File: src/rtl/adc_code_to_float.sv
// adc_code_to_float: ADC code -> IEEE-754 single, with sample-aligned gain/offset snapshots.
// Optional ADC_SIGNED_CODE_EN: treat the raw code as two's complement instead of offset binary.
module adc_code_to_float #(
    parameter int          ADC_BITS   = 24,
    parameter logic [31:0] GAIN_RST   = 32'h35a0_0000,
    parameter logic [31:0] OFFSET_RST = 32'hc120_0000
) (
    input  logic                s00_axi_aclk,
    input  logic                s00_axi_aresetn,
    input  logic [ADC_BITS-1:0] s_raw_axis_tdata,
    input  logic                s_raw_axis_tvalid,
    output logic                s_raw_axis_tready,
    input  logic [31:0]         i_gain_s_axis_tdata,
    input  logic                i_gain_s_axis_tvalid,
    input  logic [31:0]         i_offset_s_axis_tdata,
    input  logic                i_offset_s_axis_tvalid,
    output logic [31:0]         m_val_axis_tdata,
    output logic [31:0]         m_gain_axis_tdata,
    output logic [31:0]         m_offset_axis_tdata,
    output logic                m_axis_tvalid,
    input  logic                m_axis_tready,
    output logic [31:0]         o_sample_cnt
);

    logic                en;
    logic [31:0]         gain_shadow, offset_shadow;
    logic [31:0]         gain_snap, offset_snap;
    logic                in_sign;
    logic [ADC_BITS-1:0] in_mag;

    logic                s1_valid, s1_sign;
    logic [ADC_BITS-1:0] s1_mag;
    logic [31:0]         s1_gain, s1_offset;

    logic                s2_valid, s2_sign, s2_zero;
    logic [4:0]          s2_pos;
    logic [ADC_BITS-1:0] s2_mag;
    logic [31:0]         s2_gain, s2_offset;

    logic [4:0]          lod_pos;
    logic                lod_zero;
    logic [23:0]         mag_ext;
    logic [23:0]         mant_full;
    logic [7:0]          exp_field;
    logic [31:0]         packed_val;

    logic                out_valid;
    logic [31:0]         out_val, out_gain, out_offset;
    logic [31:0]         cnt_q;

    // Single global enable: the whole pipeline freezes while the output is stalled.
    assign en                = ~out_valid | m_axis_tready;
    assign s_raw_axis_tready = en;

    // A coefficient arriving in the acceptance cycle applies to that very sample.
    assign gain_snap   = i_gain_s_axis_tvalid   ? i_gain_s_axis_tdata   : gain_shadow;
    assign offset_snap = i_offset_s_axis_tvalid ? i_offset_s_axis_tdata : offset_shadow;

`ifdef ADC_SIGNED_CODE_EN
    assign in_sign = s_raw_axis_tdata[ADC_BITS-1];
    assign in_mag  = in_sign ? (-s_raw_axis_tdata) : s_raw_axis_tdata;
`else
    assign in_sign = 1'b0;
    assign in_mag  = s_raw_axis_tdata;
`endif

    always_comb begin
        lod_pos = '0;
        for (int i = 0; i < ADC_BITS; i++) begin
            if (s1_mag[i]) lod_pos = 5'(i);
        end
    end
    assign lod_zero = (s1_mag == '0);

    // The leading one lands on bit 23 and is dropped as the hidden bit.
    assign mag_ext    = 24'(s2_mag);
    assign mant_full  = mag_ext << (5'd23 - s2_pos);
    assign exp_field  = 8'd127 + {3'b000, s2_pos};
    assign packed_val = s2_zero ? 32'h0000_0000 : {s2_sign, exp_field, mant_full[22:0]};

    always_ff @(posedge s00_axi_aclk) begin
        if (!s00_axi_aresetn) begin
            gain_shadow   <= GAIN_RST;
            offset_shadow <= OFFSET_RST;
        end else begin
            if (i_gain_s_axis_tvalid)   gain_shadow   <= i_gain_s_axis_tdata;
            if (i_offset_s_axis_tvalid) offset_shadow <= i_offset_s_axis_tdata;
        end
    end

    always_ff @(posedge s00_axi_aclk) begin
        if (!s00_axi_aresetn) begin
            s1_valid   <= 1'b0;
            s1_sign    <= 1'b0;
            s1_mag     <= '0;
            s1_gain    <= GAIN_RST;
            s1_offset  <= OFFSET_RST;
            s2_valid   <= 1'b0;
            s2_sign    <= 1'b0;
            s2_zero    <= 1'b1;
            s2_pos     <= '0;
            s2_mag     <= '0;
            s2_gain    <= GAIN_RST;
            s2_offset  <= OFFSET_RST;
            out_valid  <= 1'b0;
            out_val    <= 32'h0000_0000;
            out_gain   <= GAIN_RST;
            out_offset <= OFFSET_RST;
        end else if (en) begin
            s1_valid   <= s_raw_axis_tvalid;
            s1_sign    <= in_sign;
            s1_mag     <= in_mag;
            s1_gain    <= gain_snap;
            s1_offset  <= offset_snap;
            s2_valid   <= s1_valid;
            s2_sign    <= s1_sign;
            s2_zero    <= lod_zero;
            s2_pos     <= lod_pos;
            s2_mag     <= s1_mag;
            s2_gain    <= s1_gain;
            s2_offset  <= s1_offset;
            out_valid  <= s2_valid;
            out_val    <= packed_val;
            out_gain   <= s2_gain;
            out_offset <= s2_offset;
        end
    end

    always_ff @(posedge s00_axi_aclk) begin
        if (!s00_axi_aresetn) begin
            cnt_q <= 32'h0000_0000;
        end else if (out_valid && m_axis_tready) begin
            cnt_q <= cnt_q + 32'd1;
        end
    end

    assign m_axis_tvalid       = out_valid;
    assign m_val_axis_tdata    = out_val;
    assign m_gain_axis_tdata   = out_gain;
    assign m_offset_axis_tdata = out_offset;
    assign o_sample_cnt        = cnt_q;

endmodule

File: config.mk
export PLATFORM = sky130hd
export DESIGN_NAME = adc_code_to_float
export DESIGN_NICKNAME = d
export VERILOG_FILES = /design/src/rtl/adc_code_to_float.sv
export SDC_FILE = /design/constraint.sdc
export NUM_CORES = 1
export LEC_CHECK = 0
export CORE_UTILIZATION = 30
export DETAILED_ROUTE_END_ITERATION = 10
export SYNTH_ARGS = -nofsm -noshare
export SYNTH_HDL_FRONTEND = slang
export SYNTH_SLANG_ARGS = --single-unit
File: constraint.sdc
create_clock -name s00_axi_aclk -period 3 [get_ports s00_axi_aclk]
set_input_delay 0.45 -clock s00_axi_aclk [delete_from_list [all_inputs] [get_ports s00_axi_aclk]]
set_output_delay 0.45 -clock s00_axi_aclk [all_outputs]
set_load 0.01 [all_outputs]
==> results.toml <==
[outcome]
status = "completed"

[clocking]
cts_root_buffer = "clkbuf_16"
h-tree-depth = 2
clk_path_buf_depth = 3
cts_tree = "done"
cts_resized = 0
post_cts_buffers = 0
clk_latency_ps = 560
clock_sinks = 375
numCtsBuffers = 43
cts.clk_slew.worst_paths_ps = 70
holdBufCountCts = 0

[floorplanning]
ios = 224
dieArea_mm2 = 0.04938
num_rows = 80
die_w_um = 222.2
fp.dieH_um = 222.2
core_area_mm2 = 0.04775
initial_core_util = 0.3047

[place]
placedCellCount = 2441
routabilityCongestion = 0.8711
place_hpwl_um = 26600
port_buffers = 222

[worst_setup_path]
r2r_slack_ps = 800
reg2reg_from = "s2_pos[1]$_SDFFE_PN0P_"
worstPathArrival_ps = 2080
crit_family = "buffers and inverters"
crit_buf_inv = 2
critPathLaunchType = "flip-flop"
cp_max_fo = 46
end_kind = "output pin"
crit_type = "reg -> out"
reg2reg_depth = 6
r2r-end = "m_val_axis_tdata[22]$_SDFFE_PN0P_"
worstPathCellList = "nor2b_4, inv_8, clkdlybuf4s50_1"
required_ps = 2550
max_stage_delay_ps = 530
cp_slowest_cell = "clkdlybuf4s50_1"

[yosys]
ys_seq_area_frac = 0.5160
postSynth.asyncResetShare = 0
synthTopCellsByArea = "dfxtp_1 52%, nand2_1 11%, a21oi_1 6.3%"
ys_seq_elements = 375
synth_top_area_frac = 0.5160
synth.mux.area_fraction = 0.09426
synth_warnings = 0
synthCells = 1701
synthXorXnorAreaFrac = 0.01866
ys_types = 57
synth_fp_nets = 1798
synth_ff_type = "dfxtp_1"
synthesis.area_mm2 = 0.01455
synthAdderAreaFrac = 0.002580
synth_top_family_by_area = "simple AND/OR/NAND/NOR gates"
synth_compound_area_frac = 0.1245
synth_edf_count = 0
syn_area_per_cell_um2 = 8.552
synthSimpleGateAreaFrac = 0.2035
yosysTopAreaCell = "dfxtp_1"

[sta]
fin_crit_sh = 0.8438
rsz0062_at_grt = "false"
slew_viol_final = 0
timing.fmax_mhz = 395.1
finClkSkew_ps = 21.12
setup_violations = 0
tightest_slew_ps = 709.4
max_slew_margin = 0.5271
hold_violations = 0
period_minus_slack_ps = 2531
fin_setup_tns_ps = 0

[cells_and_area]
synthToLayoutAreaGrowth_pct = 29.55
drive_gt1_frac = 0.07511
final_nets = 1968
fill_cells = 4769
layout_common_cells = "434 x nand2_1, 374 x dfxtp_1, 219 x clkdlybuf4s50_1, 183 x a21oi_1, 179 x nor2_1"
final_common_cell = "nand2_1"
fin_cells = 2521

[power]
power_density_mw_per_mm2 = 630.5
vdd_drop_max_mv = 0.3487
leakage_nw = 7.096

[worst_hold_path]
min_path_cells = 3
min_to = "m_val_axis_tdata[18]$_SDFFE_PN0P_"
min_path_type = "in -> reg"
hold_start = "s00_axi_aresetn"

[drt]
dr_wl_met2_um = 17600
drtIter0Drc = 713
met3_length_um = 2600
antenna_left = 0
vias_per_cell = 4.803
drc = 0
wl_per_cell_um = 15.63
vias = 12110
wirelength_um = 39400
dr.pass1.iters = 5
routedLengthMet1_um = 18290
top_layer_used = "met5"

[global_route]
grt_pass1_wl_um = 63060
grt.total_usage = 0.1580
antenna_found_initial = 4
grt_pass1_vias = 11430
grt.overflow.total = 0
grt_max_degree = 132

[run]
maxCapViolCount = 0
area by class of cell:
class                   instances  area [um2]  share of cell area
well taps                     615       769.5             0.04083
inverters                      21       93.84            0.004979
diodes                          2       5.005           0.0002656
clock inverters                16       234.0             0.01241
repair buffers                250        2505              0.1329
multi-input cells            1180        6462              0.3429
flip-flops and latches        375        7508              0.3984
clock buffers                  62        1269             0.06732
logic make-up (layout without fill, tap and decap cells):
family                     count (synthesis)  count (layout)
AOI/OAI and AO/OA                        310             310
xor gates and xnor gates                  31              31
adders and majority gates                  3               3
buffers and inverters                    146             349
DFF                                      375             375
muxes                                    113             113
other                                      1               3
and+or+nand+nor                          722             722
cells in the mapped netlist, types with 18 or more instances:
master,n
nand2_1,434
dfxtp_1,375
a21oi_1,183
nor2_1,179
clkbuf_1,98
mux2i_1,83
a211oi_1,56
nand3_1,37
o21ai_0,29
xnor2_1,24
nor3_1,23
mux4_2,18
worst max path at each step:
stage,startpoint,to,slack (ps),cells past startpoint
5_1_grt,m_axis_tvalid$_SDFFE_PN0P_,s_raw_axis_tready,300,3
3_3_place_gp,m_axis_tready,s2_pos[0]$_SDFFE_PN0P_,400,7
6_report,m_axis_tvalid$_SDFFE_PN0P_,s_raw_axis_tready,470,3
2_1_floorplan,s2_pos[3]$_SDFFE_PN0P_,m_val_axis_tdata[5]$_SDFFE_PN0P_,910,9
3_5_place_dp,m_axis_tready,s2_pos[0]$_SDFFE_PN0P_,390,7
4_1_cts,m_axis_tvalid$_SDFFE_PN0P_,s_raw_axis_tready,390,3
worst min-delay path, stage by stage:
cell and delay [ps]:
buf_2 200, o21ai_0 110, a21oi_1 40
per-stage QoR:
stage | power [mW] | instance area [um2] | setup WS (ps) | util | hold WS (ps)
after CTS | 12.05 | 18840 | 393.8 | 0.3946 | 236.3
after global routing | 12.39 | 18840 | 299.0 | 0.3947 | 261.5
after floorplan | 6.072 | 14550 | 906.6 | - | 431.5
after detailed placement | 6.520 | 17340 | 385.3 | 0.3632 | 442.6
after global placement | 6.500 | 17340 | 403.7 | 0.3632 | 428.3
final | 11.88 | 18850 | 468.7 | 0.3947 | 284.3
power by group:
group | internal [mW] | leakage [nW] | switching, mW
registers | 5.22 | 3.07 | 0.161
logic | 0.485 | 3.28 | 0.545
clock network | 3.38 | 0.739 | 2.09
total | 9.08 | 7.10 | 2.80
metal layers:
layer / up-vias / track usage
met2: 285 / 0.2433
met1: 5651 / 0.2121
li1: 6105 / -
met5: - / 0
met4: 6 / 0.05802
met3: 62 / 0.04086
flip-flops by register name, summed over array words and instances, names as in the netlist, 5 cells and up:
| name | count |
|---|---|
| s1_gain | 32 |
| offset_shadow | 32 |
| s2_pos | 5 |
| s1_offset | 32 |
| s1_mag | 24 |
| m_gain_axis_tdata | 32 |
| gain_shadow | 32 |
| m_val_axis_tdata | 31 |
| mag_ext | 23 |
| m_offset_axis_tdata | 32 |
| s2_gain | 32 |
| o_sample_cnt | 32 |
| s2_offset | 32 |
(Power assumes the default switching activity.)
